===== src/rtl/fir_da_pkg.sv =====
// Shared constants, state encoding and LUT-build helper for the
// multi-channel distributed-arithmetic FIR.
package fir_da_pkg;

   localparam int COEF_WIDTH = 8;
   localparam int NTAPS      = 8;
   localparam int LUT_W      = COEF_WIDTH + 2;

   typedef logic signed [COEF_WIDTH-1:0] coef_t;

   localparam coef_t C [NTAPS] = '{8'sd1, 8'sd2, 8'sd3, 8'sd4,
                                   8'sd4, 8'sd3, 8'sd2, 8'sd1};

   typedef enum logic [1:0] {
      IDLE = 2'd0,
      CALC = 2'd1,
      HOLD = 2'd2
   } state_t;

   // Partial sum of the four coefficients starting at base selected by addr.
   function automatic logic signed [LUT_W-1:0] lut_entry(input int base,
                                                         input logic [3:0] addr);
      logic signed [LUT_W-1:0] sum_v;
      sum_v = '0;
      for (int j = 0; j < 4; j++) begin
         if (addr[j]) begin
            sum_v = sum_v + LUT_W'(C[3'(base + j)]);
         end else begin
            sum_v = sum_v;
         end
      end
      return sum_v;
   endfunction

endpackage


===== src/rtl/fir_da_lut.sv =====
// 16-entry partial-sum table over four consecutive package coefficients.
module fir_da_lut
   import fir_da_pkg::*;
#(
   parameter int BASE = 0
) (
   input  logic [3:0]              addr,
   output logic signed [LUT_W-1:0] psum
);

   logic signed [LUT_W-1:0] table_s [16];

   for (genvar a = 0; a < 16; a++) begin : g_tab
      assign table_s[a] = lut_entry(BASE, 4'(a));
   end

   assign psum = table_s[addr];

endmodule


===== src/rtl/fir_da_mch.sv =====
// Multi-channel 8-tap FIR using MSB-first bit-serial distributed arithmetic:
// one bit-plane per cycle, two 4-tap LUTs summed into a shift accumulator.
module fir_da_mch
   import fir_da_pkg::*;
#(
   parameter int IDATA_WIDTH = 12,
   parameter int ODATA_WIDTH = 16,
   parameter int NCH         = 2,
   parameter int OUT_SHIFT   = 0
) (
   input  logic                   sys_clk,
   input  logic                   sys_rstn,
   input  logic [IDATA_WIDTH-1:0] fir_lp_in,
   input  logic [2:0]             in_ch,
   input  logic                   in_valid,
   output logic                   in_ready,
   input  logic                   clr,
   output logic [ODATA_WIDTH-1:0] fir_lp_out,
   output logic [2:0]             out_ch,
   output logic                   out_valid,
   input  logic                   out_ready,
   output logic                   ch_err
);

   localparam int ACC_W = IDATA_WIDTH + COEF_WIDTH + 3;
   localparam int SUM_W = LUT_W + 1;
   localparam int CH_W  = (NCH > 1) ? $clog2(NCH) : 1;
   localparam int BIT_W = (IDATA_WIDTH > 1) ? $clog2(IDATA_WIDTH) : 1;
   localparam int SAT_W = ((ACC_W > ODATA_WIDTH) ? ACC_W : ODATA_WIDTH) + 1;

   localparam logic [3:0]              NCH_C  = 4'(NCH);
   localparam logic [BIT_W-1:0]        MSB_C  = BIT_W'(IDATA_WIDTH - 1);
   localparam logic signed [SAT_W-1:0] OMAX_C = {{(SAT_W-ODATA_WIDTH+1){1'b0}},
                                                 {(ODATA_WIDTH-1){1'b1}}};
   localparam logic signed [SAT_W-1:0] OMIN_C = {{(SAT_W-ODATA_WIDTH+1){1'b1}},
                                                 {(ODATA_WIDTH-1){1'b0}}};

   state_t                  state_r;
   logic [IDATA_WIDTH-1:0]  dl_r [NCH][NTAPS];
   logic [2:0]              ch_r;
   logic [BIT_W-1:0]        bit_r;
   logic                    last_r;
   logic signed [ACC_W-1:0] acc_r;

   logic [3:0]              addr_lo_s;
   logic [3:0]              addr_hi_s;
   logic signed [LUT_W-1:0] psum_lo_s;
   logic signed [LUT_W-1:0] psum_hi_s;
   logic signed [SUM_W-1:0] plane_sum_s;
   logic signed [ACC_W-1:0] acc_next_s;
   logic signed [ACC_W-1:0] shifted_s;
   logic signed [SAT_W-1:0] wide_s;
   logic [ODATA_WIDTH-1:0]  sat_s;
   logic                    xfer_s;
   logic                    ch_ok_s;

   assign in_ready = (state_r == IDLE) && !clr;
   assign xfer_s   = in_valid && in_ready;
   assign ch_ok_s  = ({1'b0, in_ch} < NCH_C);

   // Gather the current bit-plane of the active channel's taps.
   always_comb begin
      addr_lo_s = '0;
      addr_hi_s = '0;
      for (int k = 0; k < 4; k++) begin
         addr_lo_s[k] = dl_r[ch_r[CH_W-1:0]][3'(k)][bit_r];
         addr_hi_s[k] = dl_r[ch_r[CH_W-1:0]][3'(k + 4)][bit_r];
      end
   end

   fir_da_lut #(.BASE(0)) u_lut_lo (.addr(addr_lo_s), .psum(psum_lo_s));
   fir_da_lut #(.BASE(4)) u_lut_hi (.addr(addr_hi_s), .psum(psum_hi_s));

   // Sign plane enters negated; later planes use the Horner step 2*acc + sum.
   always_comb begin
      plane_sum_s = SUM_W'(psum_lo_s) + SUM_W'(psum_hi_s);
      if (bit_r == MSB_C) begin
         acc_next_s = -ACC_W'(plane_sum_s);
      end else begin
         acc_next_s = (acc_r <<< 1'b1) + ACC_W'(plane_sum_s);
      end
   end

   // Arithmetic scale then clamp to the output range.
   always_comb begin
      shifted_s = acc_r >>> OUT_SHIFT;
      wide_s    = SAT_W'(shifted_s);
      if (wide_s > OMAX_C) begin
         sat_s = OMAX_C[ODATA_WIDTH-1:0];
      end else if (wide_s < OMIN_C) begin
         sat_s = OMIN_C[ODATA_WIDTH-1:0];
      end else begin
         sat_s = wide_s[ODATA_WIDTH-1:0];
      end
   end

   // Control FSM, delay lines, accumulator and registered outputs.
   always_ff @(posedge sys_clk or negedge sys_rstn) begin
      if (!sys_rstn) begin
         state_r    <= IDLE;
         for (int c = 0; c < NCH; c++) begin
            for (int k = 0; k < NTAPS; k++) begin
               dl_r[c][k] <= '0;
            end
         end
         ch_r       <= 3'd0;
         bit_r      <= '0;
         last_r     <= 1'b0;
         acc_r      <= '0;
         fir_lp_out <= '0;
         out_ch     <= 3'd0;
         out_valid  <= 1'b0;
         ch_err     <= 1'b0;
      end else if (clr) begin
         state_r   <= IDLE;
         for (int c = 0; c < NCH; c++) begin
            for (int k = 0; k < NTAPS; k++) begin
               dl_r[c][k] <= '0;
            end
         end
         last_r    <= 1'b0;
         out_valid <= 1'b0;
         ch_err    <= 1'b0;
      end else begin
         ch_err <= 1'b0;
         case (state_r)
            IDLE: begin
               if (xfer_s) begin
                  if (ch_ok_s) begin
                     for (int k = NTAPS - 1; k > 0; k--) begin
                        dl_r[in_ch[CH_W-1:0]][k] <= dl_r[in_ch[CH_W-1:0]][k-1];
                     end
                     dl_r[in_ch[CH_W-1:0]][0] <= fir_lp_in;
                     ch_r    <= in_ch;
                     bit_r   <= MSB_C;
                     last_r  <= 1'b0;
                     state_r <= CALC;
                  end else begin
                     ch_err <= 1'b1;
                  end
               end
            end
            CALC: begin
               if (last_r) begin
                  fir_lp_out <= sat_s;
                  out_ch     <= ch_r;
                  out_valid  <= 1'b1;
                  last_r     <= 1'b0;
                  state_r    <= HOLD;
               end else begin
                  acc_r <= acc_next_s;
                  if (bit_r == '0) begin
                     last_r <= 1'b1;
                  end else begin
                     bit_r <= bit_r - 1'b1;
                  end
               end
            end
            HOLD: begin
               if (out_ready) begin
                  out_valid <= 1'b0;
                  state_r   <= IDLE;
               end
            end
            default: begin
               state_r   <= IDLE;
               out_valid <= 1'b0;
            end
         endcase
      end
   end

endmodule


===== config.mk =====
export PLATFORM = sky130hd
export DESIGN_NAME = fir_da_mch
export DESIGN_NICKNAME = d
export VERILOG_FILES = /design/src/rtl/fir_da_pkg.sv /design/src/rtl/fir_da_lut.sv /design/src/rtl/fir_da_mch.sv
export SDC_FILE = /design/constraint.sdc
export NUM_CORES = 1
export LEC_CHECK = 0
export BUFFER_PORTS_ARGS = -buffer_cell sky130_fd_sc_hd__buf_2
export CORE_MARGIN = 3
export CORE_UTILIZATION = 40
export DETAILED_ROUTE_END_ITERATION = 10
export PLACE_DENSITY = 0.55
export SLEW_MARGIN = 25
export SYNTH_ARGS = -nofsm -noshare
export SYNTH_HDL_FRONTEND = slang
export SYNTH_SLANG_ARGS = --single-unit

===== constraint.sdc =====
create_clock -name sys_clk -period 10.2 [get_ports sys_clk]
set_clock_uncertainty 0.05 [all_clocks]
set_input_delay 0.51 -clock sys_clk [delete_from_list [all_inputs] [get_ports sys_clk]]
set_output_delay 0.51 -clock sys_clk [all_outputs]
set_load 0.03 [all_outputs]

# Word level (Yosys, flattened, before mapping)
# Memories as Yosys holds them, arrays and structs flattened.
# Cells that the tools add are included.
[classes] addsub=4 multipliers=0 div_mod_pow=0 magnitude_cmp=9 eq_ne=12 shifts=0 n_mux=75 bitwise=6 reduce_logical=19
[op_table] op="$bwmux W192" n=8
[op_table] op="$demux W96 S1" n=8
[op_table] op="$mux W192" n=4
[op_table] op="$mux W96" n=7
[op_table] op="$mux W84" n=1
[op_table] op="$mux W72" n=1
[op_table] op="$mux W60" n=1
[op_table] op="$mux W48" n=1
[op_table] op="$mux W10" n=4
[op_table] op="$mux W36" n=1
[op_table] op="$mux W16" n=2
[op_table] op="$mux W24" n=1
[op_table] op="$add A23 B11 Y23" n=1
[op_table] op="$gt A23 B16 Y1 const B" n=1
[op_table] op="$lt A23 B16 Y1 const B" n=1
[op_table] op="$mux W23" n=1
[op_table] op="$neg A11 Y23" n=1
[op_table] op="$mux W1" n=17
[op_table] op="$bmux W1 S4" n=4
[op_table] op="$mux W4" n=4
[op_table] op="$reduce_and A3 Y1" n=5
[op_table] op="$mux W12" n=1
[op_table] op="$ne A3 B3 Y1 const B" n=4
[op_table] op="$add A10 B10 Y11" n=1
[op_table] op="26 further kinds" n=45
[word_totals] register_bits=246 latch_bits=0 mem_bits_rw=0 romBits=336 input_bits=20 output_inout_bits=22 word_cells=153 mem_count=3
[memory_table] name="(name not given)" words=16 width=10 read_ports=1 rd_ports_with_merged_regs=0 wr=0 line_no="fir_da_lut.sv:17" text="assign psum = table_s[addr];"
[memory_table] name="(name not given)" words=16 width=10 read_ports=1 rd_ports_with_merged_regs=0 wr=0 line_no="fir_da_lut.sv:17"
[memory_table] name="(name not given)" words=16 width=1 read_ports=1 rd_ports_with_merged_regs=0 wr=0 line_no="fir_da_mch.sv:67" text="addr_hi_s[k] = dl_r[ch_r[CH_W-1:0]][3'(k + 4)][bit_r];"

# Longest topological paths before layout
[logic_depth] depth_word=17 mapped_depth=21 depth_no_buf=16

# By module
# From an unflattened synthesis, not the netlist that was laid out.
[hier_totals] cells_unflattened=975 hier_area_um2=9021.2
[by_module_without_submodules] module="fir_da_mch" n_inst=1 cells_each=948 area_each_um2=8829.7 seq_area_each_um2=3753.6
[by_module_without_submodules] module="fir_da_lut at u_lut_lo" n_inst=1 cells_each=16 area_each_um2=112.6 seq_area_each_um2=0.0
[by_module_without_submodules] module="fir_da_lut at u_lut_hi" n_inst=1 cells_each=11 area_each_um2=78.8 seq_area_each_um2=0.0

# Worst setup path before layout
# OpenSTA, ideal clock, no wires.
[synth_path] path_kind="register to register" from="register ch_r[0]" to="register acc_r[17]" setup_ps=71 arrival_ps=3996 required_time_ps=10079 setup_slack_ps=6083 stages_incl_launch_ff=19 n_path_buf=5 period_less_slack_ps=4117 cell_sequence="dfrtp_1 buf_6 buf_12 buf_4 buf_2 nor2_1 or3_1 o211a_1 ha_1 nand2b_1 o21ai_0 inv_1 fa_1 clkbuf_1 nor2_1 nand3_1 a2111o_1 and3_1 nand2_1"
[synth_between] elab_chain_len=13 word_cells_on_any_way=20 classes_between="add/sub (3); mux (14); bitwise (2); memory (1)"
[synth_lines] element="from (decl)" line_no="fir_da_mch.sv:40" text="logic [2:0] ch_r;"
[synth_lines] element="from (signal assigned)" line_no="fir_da_mch.sv:134" text="ch_r <= in_ch;"
[synth_lines] element="$not A1 Y2 *"
[synth_lines] element="$mux W96 *"
[synth_lines] element="$mux W96 (not written as such) * (2 in a row)" line_no="fir_da_mch.sv:66" text="addr_lo_s[k] = dl_r[ch_r[CH_W-1:0]][3'(k)][bit_r];"
[synth_lines] element="$bmux W1 S4" line_no="fir_da_mch.sv:66"
[synth_lines] element="$mux W1 (not written as such)" line_no="fir_da_mch.sv:66"
[synth_lines] element="$not A4 Y5 (not written as such) *" line_no="fir_da_lut.sv:17"
[synth_lines] element="$mem_v2 Z16 W10 *"
[synth_lines] element="$mux W10 (not written as such) * (2 in a row)" line_no="fir_da_lut.sv:17"
[synth_lines] element="$add A10 B10 Y11 *" line_no="fir_da_mch.sv:76" text="plane_sum_s = SUM_W'(psum_lo_s) + SUM_W'(psum_hi_s);"
[synth_lines] element="$add A23 B11 Y23 / $neg A11 Y23 (equally long branches)" line_no="fir_da_mch.sv:80, fir_da_mch.sv:78"
[synth_lines] element="$mux W23 *" line_no="fir_da_mch.sv:77" text="if (bit_r == MSB_C) begin"
[synth_lines] element="to (signal assigned)" line_no="fir_da_mch.sv:151" text="acc_r <= acc_next_s;"
[synth_lines] element="to (decl)" line_no="fir_da_mch.sv:43" text="logic signed [ACC_W-1:0] acc_r;"
# Mark *: on every way between the ends. The rest lies on a longest branch, timed or not. The select of a mux whose other input is x is not followed.
# A chain may end at the register's enable or synchronous reset.

# Final worst setup path
[layout_path] from="register bit_r[1]" to="register acc_r[17]"
[layout_between] elab_chain_len=9 word_cells_on_any_way=23 classes_between="add/sub (3); eq/ne (1); mux (14); bitwise (2); memory (3)"
[layout_lines] element="from (decl)" line_no="fir_da_mch.sv:41" text="logic [BIT_W-1:0] bit_r;"
[layout_lines] element="from (signal assigned)" line_no="fir_da_mch.sv:155" text="bit_r <= bit_r - 1'b1;"
[layout_lines] element="$mem_v2 Z16 W1 / $bmux W1 S4 (equally long branches)"
[layout_lines] element="$mux W1, on equally long branches" line_no="fir_da_mch.sv:67, fir_da_mch.sv:66"
[layout_lines] element="$not A4 Y5 (not written as such)" line_no="fir_da_lut.sv:17"
[layout_lines] element="$mem_v2 Z16 W10"
[layout_lines] element="$mux W10 (not written as such) (2 in a row)" line_no="fir_da_lut.sv:17"
[layout_lines] element="$add A10 B10 Y11" line_no="fir_da_mch.sv:76"
[layout_lines] element="$add A23 B11 Y23 / $neg A11 Y23 (equally long branches)" line_no="fir_da_mch.sv:80, fir_da_mch.sv:78"
[layout_lines] element="$mux W23 *" line_no="fir_da_mch.sv:77"
# Marks and branches as above.

==> summary.txt <==
Power and ir drop
  – Pwr Density: 176 mW/mm^2
  – Switching power: 0.000519 W
  – Max VDD drop: 0.111 mV
  – Clock network fraction of design power: 38.4%
  – P_int: 0.00107 W
  – Leakage: 4.17 nW
  – Combinational share of power: 16.0%
  – Sw Ratio: 32.6%
  – Reg power frac: 45.6%

Setup path
  – R2R cell count: 14
  – Top Family by Delay on Critical Path: simple AND/OR/NAND/NOR gates
  – Worst path depth: 14
  – Crit path capture type: flop
  – Worst Setup Start Kind: flop
  – Critical-path top delay cell: dfrtp_1
  – Crit path DAT: 4.95 ns
  – WP data required: 10.51 ns
  – Critical path, cell by cell: mux4_2 -> nor2_1 -> or3_1 -> o211a_1 -> ha_1 -> nand2b_1 -> o21ai_0 -> inv_1 -> fa_1 -> nor2_1 -> nand3_1 -> a2111o_1 -> and3_1 -> nand2_1
  – CP most frequent cell: nor2_1
  – Worst-path fanout max: 19
  – Buf/Inv on CP: 1
  – Max incr delay on CP: 0.86 ns
  – Critical path class: reg2reg

Clock tree
  – H-tree levels: 4
  – Postcts setup bufs: 0
  – CTS Buf Count: 17
  – Max clock buf depth: 2
  – Clock Pin Slew Worst Setup and Hold Paths: 0.06 ns
  – CTS tree: yes
  – Hold_buf cts: 0
  – Clk sinks: 150
  – CTS-repair resized insts: 0
  – Clk root buf: clkbuf_16
  – Worst-skew pair later-pin latency: 0.43 ns

GRT
  – Vias in the first global route: 6125
  – Largest net degree at the start of global routing: 105
  – Total track usage: 19.5%
  – Initial antenna violation count: 0
  – GRT Residual Overflow: 0
  – First-pass GRT wire length: 34100 um

Layout
  – Final Instance Area: 0.00905 sq mm
  – # fillers: 1938
  – Fraction of layout cells with a size suffix above 1: 12.2%
  – # diodes: 0
  – Nets@finish: 932
  – Area growth from synthesis to layout: 11.1%
  – Final cell count without fillers: 1180

Die
  – Initial Utilization: 41.3%
  – FP Rows: 51
  – Core ar.: 0.0197 sq mm
  – Die Area: 0.0221 sq mm
  – Die Width: 149 um
  – IO Pins: 42
  – Die extent in y: 149 um

Logic synthesis
  – Distinct cell type count after synthesis: 59
  – #FFs+latches synth: 150
  – Mapped Avg Cell Area: 9.07 sq um
  – Syn nets: 928
  – Main synth FF type: dfrtp_1
  – EDFF count, synth: 0
  – Sequential area share after synthesis: 46.1%
  – Mapped Area: 0.00815 sq mm
  – Mapped Cells: 898
  – YS warnings: 0
  – Post-synth ARST share: 100%

STA
  – Final Slew Violations: 0
  – Minimum clock period: 4.64 ns
  – Final hold violation count: 0
  – Worst slew pin tran: 0.870 ns
  – Unrepaired setup endpoints after global routing: false
  – Setup-failing EPs final: 0
  – F_max: 215 MHz
  – Max-Slew Margin vs Limit: 42.0%
  – Hold_ws: 0.0306 ns
  – Crit share post-route: 45.5%
  – Sum Neg Setup Slack: 0 ns

Route
  – DR pass1 iterations: 5
  – Via count: 6320
  – Drt wl/cell: 17.4 um
  – Residual DRC: 0
  – Via-to-Cell Ratio: 5.36
  – DRT iter0 DRCs: 512
  – Detailed Route WL: 20500 um
  – Detail Route Antenna Nets: 0

Placed design
  – Dpl hpwl: 12600 um
  – GP Congestion: 0.815
  – Cells after DPL: 1148
  – Port bufs: 41
  – DP Area: 0.00847 sq mm

Hold path
  – Min-Delay Path Class: in2async

Outcome
  – Status: complete, no violations

Flow run
  – Max-cap violations: 0
==> path summary, 6_finish.rpt <==
check / startpoint / end / slack [ns]
hold / removal: sys_rstn / fir_lp_out[5] / 0.03
setup / recovery: bit_r[1] / acc_r[17] / 5.56
hold reg to reg: fir_lp_out[6] / fir_lp_out[6] / 0.42
setup reg to reg: bit_r[1] / acc_r[17] / 5.56
min in group sys_clk: fir_lp_in[1] / dl_r[85] / 0.23
max in group asynchronous: sys_rstn / dl_r[162] / 8.95
==> Yosys cell counts (all sizes together) (13+ instances only) <==
| master | n | area share (%) |
|---|---|---|
| nand2 | 215 | 10 |
| dfrtp | 150 | 46 |
| o21ai | 80 | 4.9 |
| nand2b | 51 | 3.9 |
| nand3b | 48 | 4.4 |
| clkbuf | 46 | 2.1 |
| nor2 | 46 | 2.1 |
| a21oi | 28 | 1.8 |
| nand3 | 23 | 1.4 |
| mux2i | 19 | 2.3 |
| buf | 18 | 1.4 |
| mux4 | 16 | 4.6 |
| and3 | 13 | 1.0 |
==> cell usage in the layout, fill, tap and decap left out, types with 9 or more instances in the layout <==
| master | Yosys | final |
|---|---|---|
| nor3_1 | 11 | 11 |
| nand2b_1 | 51 | 51 |
| inv_1 | 11 | 11 |
| nand3b_1 | 48 | 48 |
| o21ai_0 | 78 | 78 |
| buf_2 | 7 | 40 |
| a21oi_1 | 27 | 27 |
| nor2_1 | 46 | 45 |
| and3_1 | 13 | 13 |
| mux2i_1 | 19 | 19 |
| nand2_1 | 214 | 214 |
| clkbuf_16 | 0 | 17 |
| ha_1 | 9 | 9 |
| o2111ai_1 | 9 | 9 |
| nand3_1 | 23 | 23 |
| dfrtp_1 | 150 | 149 |
| mux4_2 | 13 | 13 |
| and2_1 | 11 | 10 |
==> power groups by stage <==
stage / clock, W / sequential [W] / combinational [W]
4_1_cts: 0.000628 / 0.000726 / 0.000256
3_3_place_gp: 0 / 0.000737 / 0.000254
5_1_grt: 0.000655 / 0.000739 / 0.000289
2_1_floorplan: 0 / 0.000684 / 0.000226
6_report: 0.000612 / 0.000727 / 0.000254
3_5_place_dp: 0 / 0.000737 / 0.000255
==> flip-flops by register name, summed over array words and instances, names as in the netlist <==
name and cells:
acc_r 23, bit_r 4, ch_err 1, ch_r 3, dl_r 96, fir_lp_out 16
last_r 1, out_ch 3, out_valid 1, state_r 2
==> stage by stage <==
stage	worst slack, ns	util (%)	power (W)
2_1_floorplan	6.08	-	0.000909
3_3_place_gp	5.37	43.0	0.000991
3_5_place_dp	5.33	43.0	0.000992
4_1_cts	5.30	45.8	0.00161
5_1_grt	5.19	45.9	0.00168
6_report	5.56	45.9	0.00159
==> layer usage <==
metal / wire, um / vias to the layer above / global-route usage, % / part of all wire (%)
met1: 10100 / 3089 / 28.1 / 49
met2: 9600 / 92 / 30.0 / 47
li1: - / 3119 / - / -
met4: 293 / 0 / 5.82 / 1.4
met5: 0 / - / 0 / 0
met3: 538 / 20 / 3.63 / 2.6
==> worst reg2reg max path: cells and delay by family, from the launching register on <==
family | cells | cell delay (ns)
flip-flops | 1 | 0.86
AO/OA/AOI/OAI | 3 | 0.98
AND/OR/NAND/NOR | 7 | 1.36
adder cells (fa/ha/maj) | 2 | 0.83
multiplexers | 1 | 0.35
buffers and inverters | 1 | 0.12
==> final cells by class <==
class / count / area (sq um) / share of cell area (%)
inverters: 11 / 41.3 / 0.456
flip-flops and latches: 150 / 3760 / 41.5
clock buffers: 19 / 453 / 5.00
well taps: 265 / 332 / 3.66
repair buffers: 49 / 275 / 3.04
clock inverters: 13 / 111 / 1.23
multi-input cells: 673 / 4080 / 45.1
==> cell families after synthesis <==
kind of cell               count (synthesis)  synth area share, %
muxes                                     40                 7.59
buffers and inverters                     75                 3.99
adders and majority gates                 11                 1.77
xor gates and xnor gates                   9                0.968
AOI/OAI and AO/OA                        166                 12.7
and+or+nand+nor                          447                 26.9
DFF                                      150                 46.1
Note: power is estimated with default switching activity, not from simulation.
